[src/rtl/wb_reg_bridge_pkg.sv]
// Shared types and helpers for the Wishbone-to-register-bus bridge.
// The lane helpers walk the selected byte lanes of a 32-bit access in ascending order.
package wb_reg_bridge_pkg;

  localparam int unsigned LANES = 4;
  localparam logic [11:0] BASE_HI_DEFAULT = 12'hFF0;

  typedef enum logic [2:0] {
    StIdle,
    StWrLane,
    StRdIssue,
    StRdCapt,
    StAck,
    StWaitDrop
  } state_e;

  typedef struct packed {
    logic [1:0] lane;
    logic       last;
  } lane_step_t;

  function automatic logic [1:0] first_lane(input logic [LANES-1:0] sel);
    logic [1:0] r;
    r = '0;
    for (int i = LANES - 1; i >= 0; i--) begin
      if (sel[i]) r = 2'(i);
    end
    return r;
  endfunction

  // last=1 when no selected lane lies above the current one.
  function automatic lane_step_t next_lane(input logic [LANES-1:0] sel, input logic [1:0] lane);
    lane_step_t r;
    r.lane = lane;
    r.last = 1'b1;
    for (int i = LANES - 1; i >= 0; i--) begin
      if (i > int'(lane) && sel[i]) begin
        r.lane = 2'(i);
        r.last = 1'b0;
      end
    end
    return r;
  endfunction

endpackage

[src/rtl/wb_reg_bridge.sv]
// Wishbone classic responder for the crypto register window: serialises each selected byte
// lane into one register-bus transfer and shares the register bus with the USB front end.
module wb_reg_bridge
  import wb_reg_bridge_pkg::*;
#(
  parameter int unsigned pADDR_WIDTH   = 21,
  parameter int unsigned pBYTECNT_SIZE = 7,
  parameter logic [11:0] pBASE_HI      = BASE_HI_DEFAULT
) (
  input  logic                               clk_i,
  input  logic                               reset_i,
  input  logic [31:0]                        wb_adr_i,
  input  logic [31:0]                        wb_dat_i,
  input  logic [3:0]                         wb_sel_i,
  input  logic                               wb_we_i,
  input  logic                               wb_stb_i,
  input  logic                               wb_cyc_i,
  output logic [31:0]                        wb_dat_o,
  output logic                               wb_ack_o,
  output logic                               wb_err_o,
  input  logic [pADDR_WIDTH-pBYTECNT_SIZE-1:0] usb_address_i,
  input  logic [pBYTECNT_SIZE-1:0]           usb_bytecnt_i,
  input  logic                               usb_read_i,
  input  logic                               usb_write_i,
  input  logic [7:0]                         usb_wdata_i,
  input  logic                               usb_busy_i,
  output logic [pADDR_WIDTH-pBYTECNT_SIZE-1:0] reg_address_o,
  output logic [pBYTECNT_SIZE-1:0]           reg_bytecnt_o,
  output logic                               reg_read_o,
  output logic                               reg_write_o,
  output logic [7:0]                         reg_wdata_o,
  input  logic [7:0]                         reg_rdata_i,
  output logic                               bridge_active_o,
  output logic                               usb_drop_o
);

  state_e                   state_q, state_d;
  logic [1:0]               lane_q, lane_d;
  logic [pADDR_WIDTH-1:0]   adr_q, adr_d;
  logic [31:0]              dat_q, dat_d;
  logic [3:0]               sel_q, sel_d;
  logic [31:0]              rdat_q, rdat_d;
  logic                     err_q, err_d;
  logic                     start;
  lane_step_t               step;

  // The USB front end keeps the bus whenever it is mid-transfer or strobing this cycle.
  assign start = wb_cyc_i & wb_stb_i & ~usb_busy_i & ~usb_read_i & ~usb_write_i;
  assign step  = next_lane(sel_q, lane_q);

  always_ff @(posedge clk_i or posedge reset_i) begin
    if (reset_i) begin
      state_q <= StIdle;
      lane_q  <= '0;
      adr_q   <= '0;
      dat_q   <= '0;
      sel_q   <= '0;
      rdat_q  <= '0;
      err_q   <= 1'b0;
    end else begin
      state_q <= state_d;
      lane_q  <= lane_d;
      adr_q   <= adr_d;
      dat_q   <= dat_d;
      sel_q   <= sel_d;
      rdat_q  <= rdat_d;
      err_q   <= err_d;
    end
  end

  always_comb begin
    state_d = state_q;
    lane_d  = lane_q;
    adr_d   = adr_q;
    dat_d   = dat_q;
    sel_d   = sel_q;
    rdat_d  = rdat_q;
    err_d   = 1'b0;
    unique case (state_q)
      StIdle: begin
        if (start) begin
          adr_d  = wb_adr_i[pADDR_WIDTH-1:0];
          dat_d  = wb_dat_i;
          sel_d  = wb_sel_i;
          rdat_d = '0;
          lane_d = first_lane(wb_sel_i);
          if (wb_adr_i[31:20] != pBASE_HI) begin
            err_d   = 1'b1;
            state_d = StWaitDrop;
          end else if (wb_sel_i == 4'b0000) begin
            state_d = StAck;
          end else begin
            state_d = wb_we_i ? StWrLane : StRdIssue;
          end
        end
      end
      StWrLane: begin
        if (!wb_cyc_i)      state_d = StIdle;
        else if (step.last) state_d = StAck;
        else                lane_d  = step.lane;
      end
      StRdIssue: begin
        state_d = wb_cyc_i ? StRdCapt : StIdle;
      end
      StRdCapt: begin
        if (!wb_cyc_i) begin
          state_d = StIdle;
        end else begin
          rdat_d[{lane_q, 3'b000} +: 8] = reg_rdata_i;
          if (step.last) begin
            state_d = StAck;
          end else begin
            lane_d  = step.lane;
            state_d = StRdIssue;
          end
        end
      end
      StAck: state_d = StWaitDrop;
      StWaitDrop: begin
        if (!wb_stb_i || !wb_cyc_i) state_d = StIdle;
      end
      default: state_d = StIdle;
    endcase
  end

  assign bridge_active_o = (state_q != StIdle);
  assign wb_ack_o        = (state_q == StAck);
  assign wb_err_o        = err_q;
  assign wb_dat_o        = rdat_q;
  assign usb_drop_o      = bridge_active_o & (usb_read_i | usb_write_i);

  always_comb begin
    reg_address_o = usb_address_i;
    reg_bytecnt_o = usb_bytecnt_i;
    reg_read_o    = usb_read_i;
    reg_write_o   = usb_write_i;
    reg_wdata_o   = usb_wdata_i;
    if (bridge_active_o) begin
      reg_address_o = adr_q[pADDR_WIDTH-1:pBYTECNT_SIZE];
      reg_bytecnt_o = adr_q[pBYTECNT_SIZE-1:0] + pBYTECNT_SIZE'(lane_q);
      reg_wdata_o   = dat_q[{lane_q, 3'b000} +: 8];
      // Strobes are withheld in the cycle the master abandons the transfer.
      reg_read_o    = (state_q == StRdIssue) & wb_cyc_i;
      reg_write_o   = (state_q == StWrLane) & wb_cyc_i;
    end
  end

endmodule

[config.mk]
export PLATFORM = sky130hd
export DESIGN_NAME = wb_reg_bridge
export DESIGN_NICKNAME = d
export VERILOG_FILES = /design/src/rtl/wb_reg_bridge_pkg.sv /design/src/rtl/wb_reg_bridge.sv
export SDC_FILE = /design/constraint.sdc
export NUM_CORES = 1
export LEC_CHECK = 0
export ABC_CLOCK_PERIOD_IN_PS = 3500
export CAP_MARGIN = 20
export CORE_MARGIN = 3
export CORE_UTILIZATION = 45
export DETAILED_ROUTE_END_ITERATION = 8
export GPL_TIMING_DRIVEN = 1
export HOLD_SLACK_MARGIN = 0.15
export PLACE_DENSITY = 0.8
export SETUP_SLACK_MARGIN = 0.5
export SYNTH_ARGS = -nofsm -noshare
export SYNTH_HDL_FRONTEND = slang
export SYNTH_SLANG_ARGS = --single-unit
[constraint.sdc]
create_clock -name clk_i -period 3.5 [get_ports clk_i]
set_input_delay 0.35 -clock clk_i [delete_from_list [all_inputs] [get_ports clk_i]]
set_output_delay 0.35 -clock clk_i [all_outputs]
set_load 0.03 [all_outputs]
# After elaboration in Yosys (flattened, before gate mapping)
# Cells that the tools add are included.
# classes
addsub	2
order_cmp	3
n_eq_ne	13
n_shift	3
n_mux	34
bitwise	11
n_reduce_logical	16
# ops
op	n
32-bit 2-to-1 mux	2
32-bit case mux with 2 select lines	1
3-bit 2-to-1 mux	11
32-bit bitwise mux	1
8-bit by 7-bit variable shift with 32-bit output (first input constant)	1
32-bit by 6-bit indexed part select with 8-bit output	1
8-bit by 7-bit indexed part select with 32-bit output	1
2-bit 2-to-1 mux	9
3-bit case mux with 6 select lines	1
14-bit 2-to-1 mux	1
12-bit inequality test (second input constant)	1
8-bit 2-to-1 mux	1
2-bit inequality test (second input constant)	4
7-bit by 2-bit adder with 7-bit output	1
1-bit bitwise AND	7
7-bit 2-to-1 mux	1
5-bit negator with 7-bit output	1
3-bit by 2-bit equality test with 1-bit output (second input constant)	2
3-bit equality test (second input constant)	2
3-bit AND reduction	2
1-bit 2-to-1 mux	5
5-bit AND reduction	1
2-bit greater-than comparator (first input constant)	2
4-bit logical NOT	1
other kinds (16)	22
# totals
ff_bits	95
word_cells	89

# Depth between registers and ports, before layout
# Gate-level depths: netlist (run 1).
# depth
ltp_word	8
depth_mapped	8

# Worst setup path after synthesis (run 1)
# Ideal clock, no wire load.
# synth_timing
kind	register to output
startpoint	reg lane_q[1]
endpoint	out reg_bytecnt_o[6]
arrival_time_ns	2.252
t_required_ns	3.150
slack_ns	0.898
path_stages_with_launch	8
cell_sequence	dfrtp_1 > buf_1 > inv_1 > fa_1 > nor2_1 > nand3_1 > xor2_1 > o21ai_1
# synth_between
elab_chain_len	2
# synth_lines
element	line	source
from (decl)	wb_reg_bridge.sv:38	logic [1:0] lane_q, lane_d;
from (signal assigned)	wb_reg_bridge.sv:62	lane_q <= lane_d;
7-bit by 2-bit adder with 7-bit output	wb_reg_bridge.sv:140	reg_bytecnt_o = adr_q[pBYTECNT_SIZE-1:0] + pBYTECNT_SIZE'(lane_q);
7-bit 2-to-1 mux	wb_reg_bridge.sv:138	if (bridge_active_o) begin
to (decl)	wb_reg_bridge.sv:28	output logic [pBYTECNT_SIZE-1:0] reg_bytecnt_o,
# Every way passes these cells.

# Final worst setup path (run 1)
# layout_timing
startpoint	reg state_q[2]
endpoint	out reg_bytecnt_o[3]
# layout_between
elab_chain_len	2
# layout_lines
element	line	source
from (decl)	wb_reg_bridge.sv:37	state_e state_q, state_d;
from (signal assigned)	wb_reg_bridge.sv:53	state_q <= StIdle;
from (signal assigned)	wb_reg_bridge.sv:61	state_q <= state_d;
3-bit nonzero test	wb_reg_bridge.sv:126	assign bridge_active_o = (state_q != StIdle);
7-bit 2-to-1 mux	wb_reg_bridge.sv:138	
# Every way passes these cells.

==> impl_metrics.json, run 1 <==
{
  "path_class": "register to output port",
  "post-place-cells": 878,
  "crit_fanout": 34,
  "num_rows": 37,
  "place_area_sq_um": 6879,
  "avgSynthCellArea_sq_um": 8.502,
  "fp.dieW_microns": 110.8,
  "maxCapViolCount": 0,
  "setup_violations": 0,
  "max_clock_freq_mhz": 353.0,
  "worst_hold_slack_ns": 0.4626,
  "synth_nets": 703,
  "max-slew-margin-rel_pct": 48.99,
  "antenna_cells": 0,
  "grt-ovfl-total": 0,
  "htree_levels": 3,
  "core_sq_um": 10510,
  "antenna_found_initial": 0,
  "ys_seq_area_share_pct": 47.62,
  "instances_no_fill": 894,
  "vias_per_cell": 5.039,
  "drt_iter0_markers": 204,
  "seqCellArea_sq_um": 2354,
  "drc": 0,
  "clock_path_buffers": 2,
  "post_cts_buffers": 0,
  "port_buffers": 179,
  "outcome": "completed",
  "pwr_density_cell_nw_per_um2": 850.7,
  "dieHeight_microns": 110.8,
  "syn_inst": 581,
  "crit_arrival_ns": 2.48,
  "grt_first_pass_wirelength_mm": 22.44,
  "tightest_slew_ns": 0.7631,
  "min_period_over_period_pct": 80.93,
  "end_kind": "output port",
  "clkLatencyLatePin_ns": 0.37,
  "p_leak_nw": 3.303,
  "fin_tns_setup_ns": 0,
  "cts_tree": "yes",
  "die_area_sq_um": 12270,
  "synth_cell_type_count": 51,
  "grt_max_degree": 63,
  "multi_input_area_sq_um": 2344,
  "final_area_sq_um": 7107,
  "drive_gt1_share_pct": 6.992,
  "post-dp-hpwl_mm": 10.04,
  "r2r_cells": 5,
  "ir_worst_vdd_v": 0.0004389,
  "totalWireLength_mm": 13.43,
  "slew_viol_final": 0,
  "rsz0062_at_grt": "no",
  "finalNetCount": 875,
  "fillCellCount": 859,
  "clock_skew_ns": 0.01008,
  "cts_made_buffers": 9,
  "grtUsageTotal_pct": 22.36,
  "cp-start-kind": "register",
  "initial_core_util_pct": 47.01,
  "path_clk_slew_ns": 0.10,
  "worstHoldPathType": "input pin to asynchronous set/reset pin",
  "clkSinkCount": 94,
  "synth-seq-cells": 94,
  "ant_nets": 0,
  "timing.final.crit_period_ns": 2.832,
  "avgRoutedWirePerCell_microns": 15.03,
  "area_growth_pct": 43.87,
  "gp_congestion": 0.8497,
  "critPathRequiredTime_ns": 3.15,
  "grt_pass1_vias": 4568,
  "syn_area_sq_um": 4940,
  "yosys_warnings": 0,
  "vias": 4505,
  "ios": 180,
  "root_buffer": "clkbuf_8",
  "hold_viol_final": 0,
  "firstDrtPassIters": 4
}
## worst paths after layout
| check | slack [ns] | from | to |
|---|---|---|---|
| worst max-delay path | 0.67 | state_q[2]$_DFFE_PP0P_ | reg_bytecnt_o[3] |
| worst min-delay path | 0.46 | reset_i | wb_dat_o[27]$_DFFE_PP0P_ |
| worst max register to register | 1.08 | state_q[0]$_DFFE_PP0P_ | wb_dat_o[29]$_DFFE_PP0P_ |
| worst min register to register | 0.48 | dat_q[13]$_DFFE_PP0P_ | dat_q[13]$_DFFE_PP0P_ |
| max in group asynchronous | 2.28 | reset_i | state_q[2]$_DFFE_PP0P_ |
| min in group clk_i | 0.48 | dat_q[13]$_DFFE_PP0P_ | dat_q[13]$_DFFE_PP0P_ |
## area by class of cell
cell class	instances	share of cell area, %
multi-input cells	422	32.98
repair buffers	187	26.25
inverters	39	2.130
well taps	136	2.394
clock buffers	10	1.937
clock inverters	6	1.197
flip-flops and latches	94	33.12
## layer usage
layer  share of wire [%]  GRT usage (%)  vias up  wire length, microns
li1                    -              -     2180                     -
met3                 6.4          4.858       19                   864
met4                 1.6          8.046        0                   216
met2                  51          38.35      146                  6787
met1                  41          27.76     2160                  5565
met5                   0              0        -                     0
## cells by family (layout without fill, tap and decap cells)
kind of cell,Yosys count,in the layout,synth area share [%]
adder cells (fa/ha/maj),9,9,2.432
flip-flops,94,94,47.62
AO/OA/AOI/OAI,31,31,4.762
buffers and inverters,65,242,5.218
XOR/XNOR,5,5,0.8867
AND/OR/NAND/NOR,335,335,28.52
multiplexers,42,42,10.56
## through the flow
| stage | power, mW | worst slack (ns) | utilization, % |
|---|---|---|---|
| final | 6.046 | 0.6675 | 67.63 |
| after global routing | 6.453 | 0.5023 | 67.63 |
| after CTS | 6.105 | 0.5138 | 67.58 |
| after detailed placement | 5.293 | 0.9010 | 65.46 |
| after global placement | 5.177 | 0.9814 | 65.46 |
| after floorplan | 3.941 | 0.7013 | - |
## critical path, stage by stage (launching register included)
cell	delay (ns)
dfrtp_2	0.57
nor3_4	0.27
buf_4	0.37
nand2_1	0.11
o21ai_1	0.09
clkdlybuf4s50_1	0.68
## Yosys cell counts, drive strengths merged
cell,count,area share (%)
nand2,287,22
dfrtp,94,48
inv,39,3.0
mux2i,33,6.7
clkbuf,14,1.1
buf,12,1.2
nor2,12,0.91
a21oi,11,2.0
ha,8,2.0
mux4,8,3.6
nor3,7,1.0
o21ai,7,0.71
nand3,5,0.51
nand2b,4,0.51
nor4,4,0.76
o22ai,4,0.51
xor2,3,0.53
a211oi,2,0.41
a221oi,2,0.35
nand3b,2,0.30
nand4,2,0.38
nor2b,2,0.25
xnor2,2,0.35
a21boi,1,0.15
a21o,1,0.15
and2,1,0.13
and3,1,0.13
fa,1,0.41
mux2,1,0.23
nand4b,1,0.18
nand4bb,1,0.23
nor3b,1,0.15
nor4b,1,0.30
nor4bb,1,0.20
o211ai,1,0.15
o21a,1,0.15
o31ai,1,0.15
or3b,1,0.18
or4,1,0.23
or4b,1,0.28
## power breakdown
part	switching, mW	total (mW)	internal, mW
Sequential	0.331	1.90	1.57
Combinational	1.93	3.35	1.42
Clock	0.384	0.803	0.419
## layout by cell type (no fill, tap or decap), types with 2 or more instances in the layout
master           instances
o22ai_1                  4
nor3_4                   2
nand2b_1                 4
nor4_1                   2
mux2i_1                 33
a21oi_4                  4
nand3b_1                 2
inv_4                    2
clkinv_2                 2
o21ai_1                  6
nand2_2                  2
xnor2_1                  2
ha_1                     8
a21oi_1                  7
a221oi_1                 2
buf_4                    7
nand3_1                  5
nor2_1                  12
nand2_1                285
mux4_2                   8
xor2_1                   3
nor2b_1                  2
clkdlybuf4s50_1        177
nor4_2                   2
clkinvlp_4               2
inv_1                   36
clkbuf_8                10
dfrtp_1                 93
nor3_1                   4
bufinv_16                2
## registers in the layout (all words and copies together), names as in the netlist
name	flops
wb_dat_o	32
sel_q	3
lane_q	2
adr_q	21
wb_err_o	1
state_q	3
dat_q	32
## repair_timing
item	CTS	global route
hold endpoints to repair	0	0
gates resized for setup	2	3
hold buffers	0	0
pin swaps	0	0
endpoints found under the setup margin	5	2
Note: power is estimated with default switching activity, not from simulation.
==> run 2, diff against run 1 <==
--- a/config.mk
+++ b/config.mk
@@ -5,14 +5,14 @@
 export SDC_FILE = /design/constraint.sdc
 export NUM_CORES = 1
 export LEC_CHECK = 0
-export ABC_CLOCK_PERIOD_IN_PS = 3500
+export ABC_CLOCK_PERIOD_IN_PS = 2400
 export CAP_MARGIN = 20
 export CORE_MARGIN = 3
-export CORE_UTILIZATION = 45
+export CORE_UTILIZATION = 41
 export DETAILED_ROUTE_END_ITERATION = 8
 export GPL_TIMING_DRIVEN = 1
 export HOLD_SLACK_MARGIN = 0.15
-export PLACE_DENSITY = 0.8
+export PLACE_DENSITY = 0.76
 export SETUP_SLACK_MARGIN = 0.5
 export SYNTH_ARGS = -nofsm -noshare
 export SYNTH_HDL_FRONTEND = slang
==> constraint.sdc (replaced) <==
create_clock -name clk_i -period 2.4 [get_ports clk_i]
set_input_delay 0.24 -clock clk_i [delete_from_list [all_inputs] [get_ports clk_i]]
set_output_delay 0.24 -clock clk_i [all_outputs]
set_load 0.03 [all_outputs]
==> impl_metrics.json, run 2 (synthesis gave the netlist of run 1 again) <==
{
  "outcome": "completed",
  "vias_per_cell": 5.222,
  "clock_path_buffers": 2,
  "max_clock_freq_mhz": 444.1,
  "fp.dieW_microns": 115.8,
  "ios": 180,
  "port_buffers": 179,
  "die_area_sq_um": 13400,
  "path_clk_slew_ns": 0.07,
  "mostFrequentLayoutCells": "nand2_1 (251), clkdlybuf4s50_1 (145), dfrtp_1 (90), buf_4 (45), inv_1 (34)",
  "min_period_over_period_pct": 93.81,
  "gp_congestion": 0.8191,
  "timing.final.crit_period_ns": 2.252,
  "reg2reg_slack_ns": 0.31,
  "cts_tree": "yes",
  "ir_worst_vdd_v": 0.0005935,
  "drc": 0,
  "root_buffer": "clkbuf_16",
  "firstDrtPassIters": 5,
  "tightest_slew_ns": 0.5996,
  "post-place-cells": 896,
  "grt_max_degree": 51,
  "avgRoutedWirePerCell_microns": 17.15,
  "layout_commonest_cell": "nand2_1",
  "crit_arrival_ns": 2.01,
  "ant_nets": 0,
  "drt-met1-wl_mm": 6.745,
  "grt-ovfl-total": 0,
  "worstHoldPathType": "input pin to register",
  "clkLatencyLatePin_ns": 0.34,
  "wl_met3_mm": 1.083,
  "critPathRequiredTime_ns": 2.16,
  "post-dp-hpwl_mm": 10.49,
  "core_sq_um": 11610,
  "drt_iter0_markers": 378,
  "area_growth_pct": 67.58,
  "highest_layer": "met4",
  "drive_gt1_share_pct": 24.94,
  "slew_viol_final": 0,
  "initial_core_util_pct": 42.53,
  "grtUsageTotal_pct": 22.65,
  "clock_skew_ns": 0.008655,
  "instances_no_fill": 957,
  "antenna_cells": 0,
  "total_power_mw": 10.96,
  "setup_violations": 0,
  "rsz0062_at_grt": "yes",
  "crit_fanout": 2,
  "cts_made_buffers": 9,
  "cp-start-kind": "register",
  "end_kind": "output port",
  "hold_viol_final": 0,
  "totalWireLength_mm": 16.41,
  "antenna_found_initial": 0,
  "grt_pass1_vias": 4878,
  "p_leak_nw": 3.895,
  "pwr_density_cell_nw_per_um2": 1324,
  "fin_tns_setup_ns": 0,
  "grt_first_pass_wirelength_mm": 23.81,
  "clkSinkCount": 94,
  "htree_levels": 3,
  "maxCapViolCount": 0,
  "dieHeight_microns": 115.8,
  "vias": 4997,
  "finalNetCount": 931,
  "final_util_pct": 71.28,
  "max-slew-margin-rel_pct": 60.03,
  "met2WireLength_mm": 8.224,
  "path_class": "register to output port",
  "num_rows": 39
}
-- run 2: changes by cell type in the layout (fill, tap and decap cells not counted), moves of 13 or more --
cell,delta
buf_4,+38
buf_6,+27
clkbuf_16,+13
clkdlybuf4s50_1,-32
nand2_1,-34
nand2_2,+19
nand2_4,+15
-- run 2: final timing paths --
check	cells after the start	from	end
hold reg to reg	2	dat_q[12]$_DFFE_PP0P_	dat_q[12]$_DFFE_PP0P_
max in group asynchronous	3	reset_i	lane_q[1]$_DFFE_PP0P_
min in group asynchronous	3	reset_i	dat_q[0]$_DFFE_PP0P_
setup / recovery	8	lane_q[0]$_DFFE_PP0P_	reg_bytecnt_o[4]
hold / removal	3	wb_adr_i[11]	adr_q[11]$_DFFE_PP0P_
setup reg to reg	9	lane_q[1]$_DFFE_PP0P_	state_q[0]$_DFFE_PP0P_
-- run 2: area by class of cell --
class / instances / area (sq um)
multi-input cells: 422 / 2674
fillers: 863 / 3336
flip-flops and latches: 94 / 2357
clock buffers: 12 / 266.5
well taps: 143 / 178.9
clock inverters: 4 / 30.03
repair buffers: 243 / 2604
inverters: 39 / 167.7
-- run 2: what timing repair did --
item	CTS	global route
buffers inserted	19	14
setup endpoints to repair	93	61
hold buffers	0	0
gates resized for setup	57	95
gates cloned	6	6
pin swaps	10	41
-- run 2: power by group --
group / switching [mW] / leakage, nW / internal (mW)
combinational: 3.57 / 2.59 / 3.19
clock: 0.602 / 0.145 / 0.789
sequential: 0.510 / 1.16 / 2.29
-- run 2: routing by layer --
layer / vias to the layer above / GRT usage [%]
met3: 35 / 5.692
li1: 2311 / -
met1: 2444 / 29.08
met4: 0 / 5.646
met2: 207 / 38.59
met5: - / 0
-- run 2: worst max-delay path: stages, from the launching register on --
cell and delay, ns:
dfrtp_2 0.43, ha_4 0.17, inv_2 0.04, fa_2 0.37, nor2_4 0.11, buf_4 0.11
xnor2_1 0.07, o21ai_1 0.19, buf_4 0.19
-- run 2: through the flow --
stage          hold slack (ns)  setup slack (ns)  cell area [sq um]
3_3_place_gp            0.4532            0.1861               6977
4_1_cts                 0.4185            0.2123               7745
2_1_floorplan           0.3454            0.4301               5027
6_report                0.4275            0.1485               8278
5_1_grt                 0.4286           0.07349               8278
3_5_place_dp            0.4580            0.1551               6977
